File: src/rtl/sc_io_input.sv
// Memory-mapped switch/key input port: sync, debounce, sticky events, read-to-clear.
// Optional SC_IO_INPUT_IRQ_EN macro enables a registered key-event interrupt.
module sc_io_input #(
    parameter int DEBOUNCE_CYCLES = 50000
) (
    input  logic        clock,
    input  logic        resetn,
    input  logic [9:0]  sw_in,
    input  logic [3:1]  key_in,
    input  logic [31:0] addr,
    input  logic        rd_en,
    output logic [31:0] dataout,
    output logic        hit,
    output logic        irq
);

    localparam int PW = (DEBOUNCE_CYCLES > 1) ? $clog2(DEBOUNCE_CYCLES) : 1;
    localparam logic [PW-1:0] PS_MAX = PW'(DEBOUNCE_CYCLES - 1);

    localparam logic [31:0] A_SW     = 32'hFFFF_FF00;
    localparam logic [31:0] A_KEY    = 32'hFFFF_FF10;
    localparam logic [31:0] A_KEYEVT = 32'hFFFF_FF90;
    localparam logic [31:0] A_SWCHG  = 32'hFFFF_FFA0;

    logic [PW-1:0] ps_cnt;
    logic          tick;

    logic [9:0] sw_s1, sw_s2;
    logic [9:0] sw_h0, sw_h1, sw_h2;
    logic [9:0] sw_db, sw_db_nxt;
    logic [3:1] key_s1, key_s2;
    logic [3:1] key_h0, key_h1, key_h2;
    logic [3:1] key_db, key_db_nxt;

    logic [3:1] key_evt;
    logic       sw_chg;
    logic [3:1] key_fall;
    logic       sw_changed;

    logic [31:0] rd_data;
    logic        rd_hit;
    logic        clr_key;
    logic        clr_sw;

    assign tick = (ps_cnt == PS_MAX);

    // New history after a tick is {s2, h0, h1}; update only on full agreement.
    always_comb begin
        sw_db_nxt  = sw_db;
        key_db_nxt = key_db;
        if (tick) begin
            sw_db_nxt  = (sw_db | (sw_s2 & sw_h0 & sw_h1))
                       & (sw_s2 | sw_h0 | sw_h1);
            key_db_nxt = (key_db | (key_s2 & key_h0 & key_h1))
                       & (key_s2 | key_h0 | key_h1);
        end
    end

    assign key_fall   = key_db & ~key_db_nxt;
    assign sw_changed = |(sw_db ^ sw_db_nxt);

    always_comb begin
        rd_data = 32'h0;
        rd_hit  = 1'b0;
        clr_key = 1'b0;
        clr_sw  = 1'b0;
        unique case (1'b1)
            (addr == A_SW): begin
                rd_data = {22'b0, sw_db};
                rd_hit  = 1'b1;
            end
            (addr == A_KEY): begin
                rd_data = {28'b0, key_db, 1'b1};
                rd_hit  = 1'b1;
            end
            (addr == A_KEYEVT): begin
                rd_data = {28'b0, key_evt, 1'b0};
                rd_hit  = 1'b1;
                clr_key = rd_en;
            end
            (addr == A_SWCHG): begin
                rd_data = {31'b0, sw_chg};
                rd_hit  = 1'b1;
                clr_sw  = rd_en;
            end
            default: begin
                rd_data = 32'h0;
                rd_hit  = 1'b0;
            end
        endcase
    end

    always_ff @(posedge clock or negedge resetn) begin
        if (!resetn) begin
            ps_cnt  <= '0;
            sw_s1   <= '0;
            sw_s2   <= '0;
            sw_h0   <= '0;
            sw_h1   <= '0;
            sw_h2   <= '0;
            sw_db   <= '0;
            key_s1  <= '1;
            key_s2  <= '1;
            key_h0  <= '1;
            key_h1  <= '1;
            key_h2  <= '1;
            key_db  <= '1;
            key_evt <= '0;
            sw_chg  <= 1'b0;
            dataout <= '0;
            hit     <= 1'b0;
        end else begin
            ps_cnt <= tick ? '0 : ps_cnt + 1'b1;
            sw_s1  <= sw_in;
            sw_s2  <= sw_s1;
            key_s1 <= key_in;
            key_s2 <= key_s1;
            if (tick) begin
                sw_h0  <= sw_s2;
                sw_h1  <= sw_h0;
                sw_h2  <= sw_h1;
                key_h0 <= key_s2;
                key_h1 <= key_h0;
                key_h2 <= key_h1;
            end
            sw_db  <= sw_db_nxt;
            key_db <= key_db_nxt;
            // A new event in the clearing cycle survives the clear.
            key_evt <= (key_evt & ~{3{clr_key}}) | key_fall;
            sw_chg  <= (sw_chg & ~clr_sw) | sw_changed;
            if (rd_en) begin
                dataout <= rd_data;
                hit     <= rd_hit;
            end
        end
    end

`ifdef SC_IO_INPUT_IRQ_EN
    always_ff @(posedge clock or negedge resetn) begin
        if (!resetn) irq <= 1'b0;
        else         irq <= |key_evt;
    end
`else
    assign irq = 1'b0;
`endif

    logic unused_hist;
    assign unused_hist = ^{sw_h2, key_h2};

endmodule

File: config.mk
export PLATFORM = sky130hd
export DESIGN_NAME = sc_io_input
export DESIGN_NICKNAME = d
export VERILOG_FILES = /design/src/rtl/sc_io_input.sv
export SDC_FILE = /design/constraint.sdc
export NUM_CORES = 1
export LEC_CHECK = 0
export CORE_ASPECT_RATIO = 1.75
export CORE_MARGIN = 4
export CORE_UTILIZATION = 40
export CTS_BUF_LIST = sky130_fd_sc_hd__clkbuf_8 sky130_fd_sc_hd__clkbuf_16
export DETAILED_ROUTE_END_ITERATION = 8
export GPL_TIMING_DRIVEN = 0
export SLEW_MARGIN = 5
export SYNTH_ARGS = -nofsm -noshare
export SYNTH_HDL_FRONTEND = slang
export SYNTH_SLANG_ARGS = --single-unit
File: constraint.sdc
create_clock -name clock -period 2.31 [get_ports clock]
set_input_delay 0.462 -clock clock [delete_from_list [all_inputs] [get_ports clock]]
set_output_delay 0.462 -clock clock [all_outputs]
set_load 0.03 [all_outputs]
# Yosys cells after proc, flatten, opt, wreduce, memory -nomap -nowiden
# Index checks and enable logic that the tools add are counted.
[word_totals]
regBits = 118
output_inout_bits = 34
[op_classes]
reduce_logical = 2
n_bitwise = 21
muxes = 7
addsub = 1
eq_ne = 5
[ops]
columns = ["op", "n"]
rows = [
  ["32-bit == test, second input constant", 4],
  ["10-bit case mux with 4 select lines", 1],
  ["10-bit bitwise AND", 3],
  ["10-bit bitwise OR", 3],
  ["16-bit by 1-bit adder with 16-bit output, second input constant", 1],
  ["16-bit == test, second input constant", 1],
  ["16-bit 2-to-1 mux", 1],
  ["3-bit bitwise AND", 5],
  ["3-bit bitwise OR", 4],
  ["10-bit 2-to-1 mux", 1],
  ["10-bit OR reduction", 1],
  ["10-bit bitwise XOR", 1],
  ["3-bit NOT", 2],
  ["4-bit OR reduction", 1],
  ["1-bit 2-to-1 mux", 3],
  ["3-bit 2-to-1 mux", 1],
  ["1-bit bitwise AND", 1],
  ["1-bit NOT", 1],
  ["1-bit bitwise OR", 1],
]

# Logic depth before layout (Yosys ltp)
# Gate-level depths: netlist of the first run.
[depth]
ltp_word = 8
mapped_depth = 9

# Least setup slack after synthesis of the first run
# OpenSTA, ideal clock, no wires.
[synth_timing]
kind = "reg2reg"
startpoint = "register ps_cnt[0]"
endpoint = "register sw_db[1]"
slack_ns = 0.381
setup_time_ns = 0.129
t_arrival_ns = 1.800
path_buffers = 3
stages_incl_launch_ff = 10
required_time_ns = 2.181
path_cell_list = "dfrtp_1 ha_1 and3_1 and4_1 buf_2 and2_1 buf_2 buf_4 a31oi_1 o21ai_1"
[synth_via]
elab_chain_len = 2
[synth_lines]
columns = ["item", "line", "rtl"]
rows = [
  ["start, declared", "25", "logic [PW-1:0] ps_cnt;"],
  ["start signal, assigned", "113", "ps_cnt <= tick ? '0 : ps_cnt + 1'b1;"],
  ["16-bit == test", "45", "assign tick = (ps_cnt == PS_MAX);"],
  ["10-bit 2-to-1 mux", "51", "if (tick) begin"],
  ["via sw_db_nxt[1]", "30", "logic [9:0] sw_db, sw_db_nxt;"],
  ["end signal, assigned", "126", "sw_db <= sw_db_nxt;"],
  ["end, declared", "30", ""],
]
# The timed path passes the listed nets, and every way through them passes these cells.
# A chain may end at the register's enable or synchronous reset.

# Final worst setup path of the first run
# Ends and elaborated chain as after synthesis.

==> results of run 1 <==
==> logic make-up after synthesis <==
logic type / count (synthesis) / share of synthesized area
simple gates: 155 / 0.199
compound gates: 67 / 0.106
mux: 5 / 0.0129
xor+xnor: 14 / 0.0287
flops: 96 / 0.568
other cells: 1 / 0.000879
fa+ha+maj: 1 / 0.00293
buf+inv: 62 / 0.0810
==> layout make-up <==
class,count,area (sq um),area share
Sequential cell,96,2420,0.450
Multi-Input combinational cell,265,1580,0.294
Timing Repair Buffer,57,586,0.109
Buffer,39,265,0.0493
Clock buffer,10,250,0.0465
Tap cell,127,159,0.0295
Inverter,23,86.3,0.0160
Clock inverter,6,33.8,0.00628
==> sequential cells by signal (all words and copies together) (netlist names) <==
signal   count
sw_s2       10
sw_h0       10
dataout     10
hit          1
sw_s1       10
key_h1       3
sw_h1       10
key_h0       3
key_s2       3
key_evt      3
sw_chg       1
key_s1       3
key_db       3
sw_db       10
ps_cnt      16
==> timing repair <==
| action | in CTS | in global routing |
|---|---|---|
| gates resized for setup | 0 | 8 |
| endpoints found under the setup margin | 0 | 15 |
| hold endpoints to repair | 0 | 0 |
==> power by group through the flow <==
stage,Sequential [mW],Combinational (mW),Clock [mW]
after global routing,1.73,0.249,1.51
after global placement,1.76,0.224,0
after CTS,1.73,0.232,1.44
final,1.73,0.231,1.39
after floorplan,1.75,0.107,0
after detailed placement,1.76,0.232,0
==> synthesized netlist by cell type (4+ instances only) <==
cell / instances
a41o_1: 6
nand3_1: 9
nor3_1: 8
buf_4: 24
nand4b_1: 6
xnor2_1: 8
nor4b_1: 5
dfrtp_1: 81
dfstp_2: 15
o22ai_2: 6
o31ai_1: 6
and4_1: 6
buf_2: 6
nand2_1: 68
clkbuf_1: 6
o21ai_1: 27
nand4_1: 14
inv_1: 23
o22ai_1: 4
a31oi_1: 7
xor2_1: 6
nor2_1: 16
==> path summary, 6_finish.rpt <==
kind / slack [ns] / from / to
hold reg to reg: 0.35 / sw_s1[3] / sw_s2[3]
setup / recovery: 0.13 / ps_cnt[0] / sw_db[1]
hold / removal: 0.13 / resetn / sw_s1[7]
setup reg to reg: 0.13 / ps_cnt[0] / sw_db[1]
max in group asynchronous: 1.45 / resetn / key_db[1]
min in group clock: 0.35 / sw_s1[3] / sw_s2[3]
==> per-stage QoR <==
step / setup TNS (ns) / instances / power, mW / area [sq um] / util
2_1_floorplan: 0 / 423 / 1.86 / 4350 / -
3_3_place_gp: -240.42 / 606 / 1.98 / 5070 / 0.489
3_5_place_dp: -0.710 / 607 / 1.99 / 5090 / 0.491
4_1_cts: 0 / 623 / 3.40 / 5380 / 0.519
5_1_grt: 0 / 623 / 3.49 / 5380 / 0.520
6_report: 0 / 623 / 3.35 / 5380 / 0.520
==> routing by layer <==
metal  global-route usage  up-vias  wire length (um)
met2                0.276       90              4930
met5                    0        -                 0
li1                     -     1543                 -
met4               0.0659        0               174
met3               0.0319        9               566
met1                0.168     1490              3550
==> results.toml, run 1 <==
[routing]
vias_per_cell = 5.03
drt_wl_total_um = 9230
via_count = 3132
drc_errors = 0
drtIter0Drc = 205
detail-route-antenna-nets = 0
wl_per_cell_um = 14.8
firstDrtPassIters = 4

[worst_setup_path]
critPathTopFamily = "simple AND/OR/NAND/NOR gates"
cp_cell_sequence = "ha_1 -> and3_1 -> and4_1 -> clkbuf_4 -> and2_1 -> buf_2 -> buf_4 -> a31oi_1 -> o21ai_1"
cp_num_buf_inv = 3
path_depth = 9
crit_slowest_cell = "dfrtp_1"
critPathLaunchType = "flop"
max_stage_delay_ns = 0.41
r2r_cells = 9
arrival_ns = 2.39
setup.worst_path.class = "flop to flop"
critical_path_required_ns = 2.53
cp_max_fo = 10
endpoint_kind = "flop"

[cts]
cts_hold_buf = 0
clock_sinks = 96
clock_latency_ns = 0.34
path_clk_slew_ns = 0.06
numCtsBuffers = 9
cts_max_level = 3
clockBufferDepth = 2
cts_tree = "done"
post-cts-setup-buffers = 0
cts-root-buf = "clkbuf_16"

[sta]
rsz0062_at_grt = "no"
period_share = 0.942
hold_violations = 0
final-setup-viol-count = 0
fin_skew_ns = 0.0104
max_freq_ghz = 0.459
setup_ws_ns = 0.133
period_minus_slack_ns = 2.18
worstMarginPinSlew_ns = 0.640
final_max_slew_viol_count = 0
maxSlewHeadroom = 0.573
fin_hold_ws_ns = 0.125

[synth]
synthCells = 401
yosysTopAreaCell = "dfrtp_1"
seq_area_frac_synth = 0.568
yosys-top-cells-area = "dfrtp_1 48%, dfstp_2 9.2%, nand2_1 6.0%"
synth_area_per_cell_sq_um = 10.6
ys_types = 47
synth-seq-cells = 96
synth_area_sq_um = 4270
yosysWarnings = 0
synth-main-ff-cell = "dfrtp_1"
yosysTopAreaCellShare = 0.475
async_reset_ff_frac = 1.00
synth_edf_count = 0

[power_and_ir_drop]
p_seq_frac = 0.515
p_sw_mw = 0.744
p_comb_frac = 0.069
power.density_nw_per_um2 = 623
p_leak_nw = 2.41
ir_worst_vdd_mv = 0.385
swShare = 0.222
pwr-share-clk = 0.416
p_int_mw = 2.61

[floorplanning]
coreArea_sq_um = 10400
die_x_um = 86.1
num_rows = 49
pin_count = 82
die_area_sq_um = 12400
die_y_um = 145
initial_core_util = 0.412

[job]
cap_violations = 0

[grt]
grt_pass1_wl_um = 14700
track_usage = 0.152
grt_pass1_vias = 2982
grt_overflow = 0
grt_max_degree = 52
antenna_found_initial = 0

[cells_and_area]
final_common_cell = "dfrtp_1"
final_layout_size_suffix_gt1_frac = 0.157
areaGrowthSynthToFinish_pct = 26.2
final_cell_mix = "81 x dfrtp_1, 68 x nand2_1, 55 x clkdlybuf4s50_1, 27 x o21ai_1"
nNetsFinal = 540
num_antenna_cells = 0
fill_cells = 947

[status]
outcome = "finished, final reports clean"

[place]
pre_cts_ws_ns = -0.130
hpwlAfterDp_um = 6860
numPortBuffers = 56
gp_congestion = 0.789

[hold_path]
min_path_type = "input pin to async pin"
No activity file was read; power rests on OpenSTA's default activity.
==> inputs of run 2 (changes only) <==
--- a/config.mk
+++ b/config.mk
@@ -11,6 +11,7 @@
 export CTS_BUF_LIST = sky130_fd_sc_hd__clkbuf_8 sky130_fd_sc_hd__clkbuf_16
 export DETAILED_ROUTE_END_ITERATION = 8
 export GPL_TIMING_DRIVEN = 0
+export SETUP_SLACK_MARGIN = 0.3
 export SLEW_MARGIN = 5
 export SYNTH_ARGS = -nofsm -noshare
 export SYNTH_HDL_FRONTEND = slang
==> results.toml, run 2 (same netlist as run 1, synthesis figures left out) <==
[sta]
rsz0062_at_grt = "yes"
final-setup-viol-count = 0
maxSlewHeadroom = 0.528
period_share = 0.848
max_freq_ghz = 0.511
fin_skew_ns = 0.00958
final_max_slew_viol_count = 0
setup_ws_ns = 0.352
worstMarginPinSlew_ns = 0.708
fin_hold_ws_ns = 0.131
tns_ns = 0
hold_violations = 0
period_minus_slack_ns = 1.96

[cells_and_area]
largest-register = "ps_cnt"
areaGrowthSynthToFinish_pct = 28.8
multi_input_area_sq_um = 1630
utilization = 0.530
final_common_cell = "dfrtp_1"
final_area_sq_um = 5490
fin_cells = 628
fill_cells = 948
num_antenna_cells = 0
seq_area_sq_um = 2420
final_layout_size_suffix_gt1_frac = 0.178
largest_reg_flops = 16
final_cell_mix = "81 x dfrtp_1, 68 x nand2_1, 43 x clkdlybuf4s50_1, 31 x buf_4, 27 x o21ai_1"
nNetsFinal = 545

[cts]
cts_tree = "done"
cts_hold_buf = 0
clock_latency_ns = 0.34
numCtsBuffers = 9
cts-root-buf = "clkbuf_16"
cts_max_level = 3
path_clk_slew_ns = 0.07
clockBufferDepth = 2
clock_sinks = 96

[floorplanning]
num_rows = 49
die_y_um = 145
die_area_sq_um = 12400
die_x_um = 86.1
initial_core_util = 0.412
pin_count = 82
coreArea_sq_um = 10400

[grt]
grt_pass1_wl_um = 14800
grt_overflow = 0
antenna_found_initial = 0
grt_pass1_vias = 3060
track_usage = 0.153
grt_max_degree = 52

[routing]
drtIter0Drc = 197
drt_wl_total_um = 9380
firstDrtPassIters = 4
vias_per_cell = 5.04
via_count = 3168
wl_per_cell_um = 14.9
drc_errors = 0
detail-route-antenna-nets = 0

[power_and_ir_drop]
power.density_nw_per_um2 = 610
ir_worst_vdd_mv = 0.386
p_leak_nw = 2.50
p_total_mw = 3.35

[worst_setup_path]
cp_max_fo = 10
arrival_ns = 2.18
r2r-start = "ps_cnt[0]"
endpoint_kind = "flop"
critical_path_required_ns = 2.53
reg2reg_slack_ns = 0.35
setup.worst_path.class = "flop to flop"
r2r_end = "sw_db[2]"
r2r_cells = 9
critPathLaunchType = "flop"

[job]
cap_violations = 0

[place]
place_area_sq_um = 5090
dp_cells = 607
pre_cts_ws_ns = -0.130
hpwlAfterDp_um = 6860
gp_congestion = 0.789
numPortBuffers = 56

[status]
outcome = "finished, final reports clean"

[hold_path]
min_path_type = "input pin to async pin"
## run 2: cell count changes in the layout (fill, tap and decap cells not counted), sizes merged
cell           change
clkdlybuf4s15      +2
buf                +5
dlymetal6s2s       +4
dlygate4sd2        +6
clkdlybuf4s50     -12
## run 2: cell type report
class | instances | share of cell area
Clock buffer | 10 | 0.0455
Timing Repair Buffer | 62 | 0.114
Clock inverter | 6 | 0.00615
Tap cell | 127 | 0.0289
Sequential cell | 96 | 0.441
Buffer | 39 | 0.0524
Inverter | 23 | 0.0157
Multi-Input combinational cell | 265 | 0.297
## run 2: worst max-delay path by stage
stage	start	to	slack, ns	depth (start not counted)
final	ps_cnt[0]	sw_db[2]	0.35	9
after global routing	ps_cnt[0]	sw_db[3]	0.27	9
after CTS	ps_cnt[1]	sw_h0[3]	0.31	9
after detailed placement	addr[1]	dataout[6]	-0.13	7
after global placement	resetn	dataout[4]	-2.68	1
after floorplan	ps_cnt[0]	sw_db[1]	0.38	9
## run 2: timing repair
item / CTS / global route
pin swaps: 12 / 4
buffers inserted: 3 / 2
gates resized for setup: 20 / 18
endpoints found under the setup margin: 58 / 46
hold endpoints to repair: 0 / 0
## run 2: layer usage
metal | GRT usage | routed length [um]
met5 | 0 | 0
met4 | 0.0767 | 228
met1 | 0.168 | 3520
met2 | 0.276 | 5030
met3 | 0.0319 | 613
## run 2: critical path: stages, from the launching register on
cell and delay (ns):
dfrtp_1 0.39, ha_2 0.20, and3_4 0.20, and4_1 0.21, buf_6 0.14, and2_1 0.13, buf_4 0.16, buf_6 0.15
a31oi_1 0.17, o21ai_1 0.08
## run 2: power breakdown
| group | internal (mW) | switching (mW) |
|---|---|---|
| logic | 0.106 | 0.122 |
| clock network | 0.788 | 0.610 |
| registers | 1.71 | 0.0184 |
